### src/rtl/tlp_tx_arb.sv
// Packet-boundary arbiter sharing the PCIe TX streaming port between the
// completion, master-request and root-port TLP source FIFOs.
module tlp_tx_arb #(
  parameter int unsigned C_CPL_PRIO     = 1,
  parameter int unsigned C_PKTCNT_WIDTH = 16
) (
  input  logic                      clk,
  input  logic                      rst,
  input  logic                      TxEnable,
  input  logic                      CplTLPReady,
  input  logic [130:0]              CplFifoData,
  output logic                      CplFifoRdReq,
  input  logic                      MstTLPReady,
  input  logic [130:0]              MstFifoData,
  output logic                      MstFifoRdReq,
  input  logic                      RpTLPReady,
  input  logic [130:0]              TxRpFifoData,
  output logic                      TxRpFifoRdReq,
  output logic [127:0]              TxStData,
  output logic                      TxStSop,
  output logic                      TxStEop,
  output logic                      TxStEmpty,
  output logic                      TxStValid,
  input  logic                      TxStReady,
  output logic [1:0]                TxArbGrant,
  output logic [C_PKTCNT_WIDTH-1:0] TxPktCnt,
  output logic                      TxArbErr
);

  localparam int unsigned DATA_W   = 128;
  localparam bit          CPL_PRIO = (C_CPL_PRIO != 0);

  localparam logic [0:0] S_IDLE = 1'b0;
  localparam logic [0:0] S_XFER = 1'b1;

  localparam logic [1:0] G_CPL  = 2'd0;
  localparam logic [1:0] G_MST  = 2'd1;
  localparam logic [1:0] G_RP   = 2'd2;
  localparam logic [1:0] G_NONE = 2'd3;

  logic [0:0]                r_state, w_state_nxt;
  logic [1:0]                r_grant, w_grant_nxt;
  logic [1:0]                r_rr_last, w_rr_nxt;
  logic                      r_first, w_first_nxt;
  logic                      r_err, w_err_nxt;
  logic [DATA_W-1:0]         r_data;
  logic                      r_sop, r_eop, r_empty, r_valid;
  logic [C_PKTCNT_WIDTH-1:0] r_pktcnt;

  logic [2:0]   w_rdy;
  logic [1:0]   w_winner;
  logic [130:0] w_beat;
  logic         w_beat_sop, w_beat_eop;
  logic         w_out_ce, w_pop;

  assign w_rdy      = {RpTLPReady, MstTLPReady, CplTLPReady};
  assign w_out_ce   = ~r_valid | TxStReady;
  assign w_pop      = (r_state == S_XFER) & w_out_ce;
  assign w_beat_sop = w_beat[128];
  assign w_beat_eop = w_beat[129];

  // Winner: optional Cpl priority, else round-robin starting after the last winner
  always_comb begin
    w_winner = G_CPL;
    if (CPL_PRIO && CplTLPReady) begin
      w_winner = G_CPL;
    end else begin
      case (r_rr_last)
        G_CPL:   w_winner = w_rdy[1] ? G_MST : (w_rdy[2] ? G_RP  : G_CPL);
        G_MST:   w_winner = w_rdy[2] ? G_RP  : (w_rdy[0] ? G_CPL : G_MST);
        default: w_winner = w_rdy[0] ? G_CPL : (w_rdy[1] ? G_MST : G_RP);
      endcase
    end
  end

  always_comb begin
    case (r_grant)
      G_CPL:   w_beat = CplFifoData;
      G_MST:   w_beat = MstFifoData;
      default: w_beat = TxRpFifoData;
    endcase
  end

  assign CplFifoRdReq  = w_pop & (r_grant == G_CPL);
  assign MstFifoRdReq  = w_pop & (r_grant == G_MST);
  assign TxRpFifoRdReq = w_pop & (r_grant == G_RP);

  // Next-state logic; framing error checks sop against first-beat-of-grant
  always_comb begin
    w_state_nxt = r_state;
    w_grant_nxt = r_grant;
    w_rr_nxt    = r_rr_last;
    w_first_nxt = r_first;
    w_err_nxt   = r_err;
    case (r_state)
      S_IDLE: begin
        if (TxEnable && (w_rdy != 3'b000)) begin
          w_state_nxt = S_XFER;
          w_grant_nxt = w_winner;
          w_rr_nxt    = w_winner;
          w_first_nxt = 1'b1;
        end
      end
      S_XFER: begin
        if (w_pop) begin
          w_first_nxt = 1'b0;
          if ((r_first && !w_beat_sop) || (!r_first && w_beat_sop)) begin
            w_err_nxt = 1'b1;
          end
          if (w_beat_eop) begin
            w_state_nxt = S_IDLE;
            w_grant_nxt = G_NONE;
          end
        end
      end
      default: begin
        w_state_nxt = S_IDLE;
        w_grant_nxt = G_NONE;
      end
    endcase
  end

  always_ff @(posedge clk) begin
    if (rst) begin
      r_state   <= S_IDLE;
      r_grant   <= G_NONE;
      r_rr_last <= G_RP;
      r_first   <= 1'b0;
      r_err     <= 1'b0;
    end else begin
      r_state   <= w_state_nxt;
      r_grant   <= w_grant_nxt;
      r_rr_last <= w_rr_nxt;
      r_first   <= w_first_nxt;
      r_err     <= w_err_nxt;
    end
  end

  // Output stage: loads the popped beat, or drains when the sink took the last one
  always_ff @(posedge clk) begin
    if (rst) begin
      r_data  <= '0;
      r_sop   <= 1'b0;
      r_eop   <= 1'b0;
      r_empty <= 1'b0;
      r_valid <= 1'b0;
    end else if (w_out_ce) begin
      if (w_pop) begin
        r_data  <= w_beat[DATA_W-1:0];
        r_sop   <= w_beat_sop;
        r_eop   <= w_beat_eop;
        r_empty <= w_beat[130];
        r_valid <= 1'b1;
      end else begin
        r_valid <= 1'b0;
      end
    end
  end

  always_ff @(posedge clk) begin
    if (rst) begin
      r_pktcnt <= '0;
    end else if (r_valid && TxStReady && r_eop) begin
      r_pktcnt <= r_pktcnt + C_PKTCNT_WIDTH'(1);
    end
  end

  assign TxStData   = r_data;
  assign TxStSop    = r_sop;
  assign TxStEop    = r_eop;
  assign TxStEmpty  = r_empty;
  assign TxStValid  = r_valid;
  assign TxArbGrant = r_grant;
  assign TxPktCnt   = r_pktcnt;
  assign TxArbErr   = r_err;

endmodule

### config.mk
export PLATFORM = sky130hd
export DESIGN_NAME = tlp_tx_arb
export DESIGN_NICKNAME = d
export VERILOG_FILES = /design/src/rtl/tlp_tx_arb.sv
export SDC_FILE = /design/constraint.sdc
export NUM_CORES = 1
export LEC_CHECK = 0
export CORE_AREA = 2 2 218 220
export CTS_CLUSTER_SIZE = 20
export DETAILED_ROUTE_END_ITERATION = 6
export DIE_AREA = 0 0 220 222
export HOLD_SLACK_MARGIN = 0.15
export PLACE_DENSITY = 0.48
export REMOVE_ABC_BUFFERS = 1
export SYNTH_ARGS = -nofsm -noshare
export SYNTH_HDL_FRONTEND = slang
export SYNTH_SLANG_ARGS = --single-unit
### constraint.sdc
create_clock -name clk -period 2.74 [get_ports clk]
set_input_delay 0.274 -clock clk [delete_from_list [all_inputs] [get_ports clk]]
set_output_delay 0.274 -clock clk [all_outputs]
set_load 0.05 [all_outputs]
==> flow_summary.ini <==
[outcome]
status = completed

[hold_path]
hold_depth = 2
hold_class = input port to flop

[global_route]
antenna_found_initial = 0
grt_pass1_vias = 8887
top_usage_layer = met2
met1_usage_pct = 14.6
overflow = 0
grt_usage_pct = 13.5
grt_max_degree = 114
met2_usage_pct = 25.0
grt_use_met3_pct = 4.16
grt_pass1_wl_mm = 50.5

[cts]
cts_resized = 0
clock_latency_ps = 440
cts_tree = built
cts_sinks = 155
cts_hold_buffers = 0
cts_made_buffers = 17
clk_pin_slew_worst_paths_ps = 60
cts_buffer_depth = 2
cts-root-buf = clkbuf_16
post_cts_buffers = 0
cts.htree.levels = 4

[place]
gp_congestion = 0.823
io_buffers = 553
place_hpwl_mm = 27.1
place_area_um2 = 14700
dpl_worst_slack_ps = 622

[cells_and_area]
fin_area_um2 = 15300
fin_nets = 1919
final_common_cell = clkdlybuf4s50_1
layout.cells.most_common_list = 549 x clkdlybuf4s50_1, 260 x mux2i_1, 153 x dfxtp_1, 141 x nand2_1, 140 x nor2_1
layout-drive-gt1-share_pct = 5.16
syn_to_final_growth_pct = 83.4
n_antenna_cell = 0

[logic_synthesis]
ys_ff_latch = 155
syn_avg_cell_area_um2 = 8.43
synth_area_um2 = 8330
ys_seq_area_share_pct = 37.2
synth_warnings = 0
syn_inst = 988
synth.distinct_cells = 38

[setup_path]
crit_arrival_ps = 1950
crit_fanout = 25
worstPathBufferInverterCount = 1
path_class = flop to output pin
cp_slowest_cell = clkdlybuf4s50_1
worstPathCellList = clkdlybuf4s50_1
cp.required_ps = 2470
rr_worst_depth = 6
cpLargestDelayFamily = buffers and inverters
cp-end-kind = output pin
critPathLaunchType = flop
crit_path_max_incr_delay_ps = 920
path_depth = 1

[route]
drc_errors = 0
routed_via_density = 4.07
wirelength_mm = 33.8
dr.pass1.iters = 4
antenna_left = 0
post_drt_wl_per_cell_um = 15.8
vias = 8693
drtIter0Drc = 339

[timing]
worst_pin_slew_ps = 743
setup_viol = 0
fin_tns_setup_ps = 0
relSlewSlack_pct = 50.5
hold_viol_final = 0
min_period_ps = 2220
rsz0062_at_grt = false
max_freq_mhz = 450
worst_hold_slack_ps = 355
maxSlewViolCount = 0
finalClockSkew_ps = 8.95
fin_crit_sh_pct = 81.2
setup_ws_ps = 516

[run]
drv_cap = 0

[floorplanning]
fp.dieH_um = 222
io_pins = 554
die_w_um = 220
fp.dieArea_um2 = 48800
core_area_um2 = 46300
rows = 79
start_util_pct = 18.0

[power]
max-vdd-ir-drop_mv = 0.288
total_leakage_power_nw = 6.45
powerDensity_nw_per_um2 = 495
-- worst register-to-register path: cells and delay by family (launching register included) --
family          cells  cell delay (ps)
buf+inv             2              700
flops               1              510
mux                 2              340
compound gates      1              140
simple gates        1               50
-- path summary, 6_finish.rpt --
path,slack [ps],endpoint,from
min reg2reg,460,TxStSop,TxStSop
min,360,TxStData[41],rst
max reg2reg,890,TxStData[97],TxArbGrant[0]
max,520,TxArbGrant[1],TxArbGrant[1]
-- synthesized netlist by cell type (all sizes together) --
library cell | number | area, µm²
nor2b | 2 | 12.5
and4 | 2 | 17.5
nand4 | 2 | 12.5
inv | 2 | 7.51
dfxtp | 155 | 3100
nand4b | 2 | 17.5
xor2 | 4 | 35.0
a211oi | 1 | 7.51
nand3 | 7 | 50.1
or2 | 1 | 6.26
nand2 | 141 | 529
mux2 | 2 | 22.5
a31o | 1 | 8.76
o31ai | 5 | 37.5
xnor2 | 4 | 35.0
a211o | 1 | 8.76
o2bb2ai | 1 | 8.76
a21boi | 1 | 7.51
nand2b | 5 | 31.3
nor3 | 4 | 20.0
nand3b | 2 | 15.0
clkbuf | 35 | 131
buf | 43 | 214
or3 | 3 | 18.8
ha | 1 | 12.5
nor4 | 1 | 6.26
or4 | 5 | 37.5
a21oi | 14 | 70.1
and3 | 2 | 12.5
mux2i | 260 | 2600
o2111ai | 1 | 8.76
nor3b | 2 | 15.0
nor2 | 140 | 526
o21ai | 135 | 676
and2 | 1 | 6.26
-- sequential cells by signal (all words and copies together), names as in the netlist, 2 cells and up --
signal / cells
TxPktCnt: 16
TxArbGrant: 2
TxStData: 128
r_rr_last: 2
-- per-stage QoR --
stage	power, W	cells	utilization [%]
after global placement	0.00510	2106	31.7
after detailed placement	0.00510	2106	31.7
after CTS	0.00771	2138	33.0
after floorplan	0.00403	910	-
after global routing	0.00795	2138	33.0
final	0.00756	2138	33.0
-- layout make-up --
class | count | area (µm²)
Clock buffer | 20 | 468
Timing Repair Buffer | 589 | 5900
Clock inverter | 12 | 160
Tap cell | 607 | 759
Multi-Input combinational cell | 753 | 4880
Sequential cell | 155 | 3110
Fill cell | 4873 | 31000
Inverter | 2 | 7.51
-- kinds of logic after synthesis --
kind of cell | count (synthesis) | share of synthesized area, %
DFF | 155 | 37.2
buffers and inverters | 80 | 4.24
muxes | 262 | 31.5
AOI/OAI and AO/OA | 160 | 10.0
xor gates and xnor gates | 8 | 0.841
adders and majority gates | 1 | 0.150
and+or+nand+nor | 322 | 16.0
-- routing by layer --
layer	share of wire, %	vias to the layer above
li1	-	4472
met5	0	-
met4	1.4	0
met2	51	289
met1	40	3907
met3	7.8	25
-- power by group --
group | total, W | leakage (nW) | switching, W | internal [W]
clock network | 0.00254 | 0.294 | 0.00102 | 0.00152
registers | 0.00252 | 1.26 | 0.000109 | 0.00241
logic | 0.00250 | 4.89 | 0.00130 | 0.00120
total | 0.00756 | 6.45 | 0.00243 | 0.00513
(Power assumes the default switching activity.)
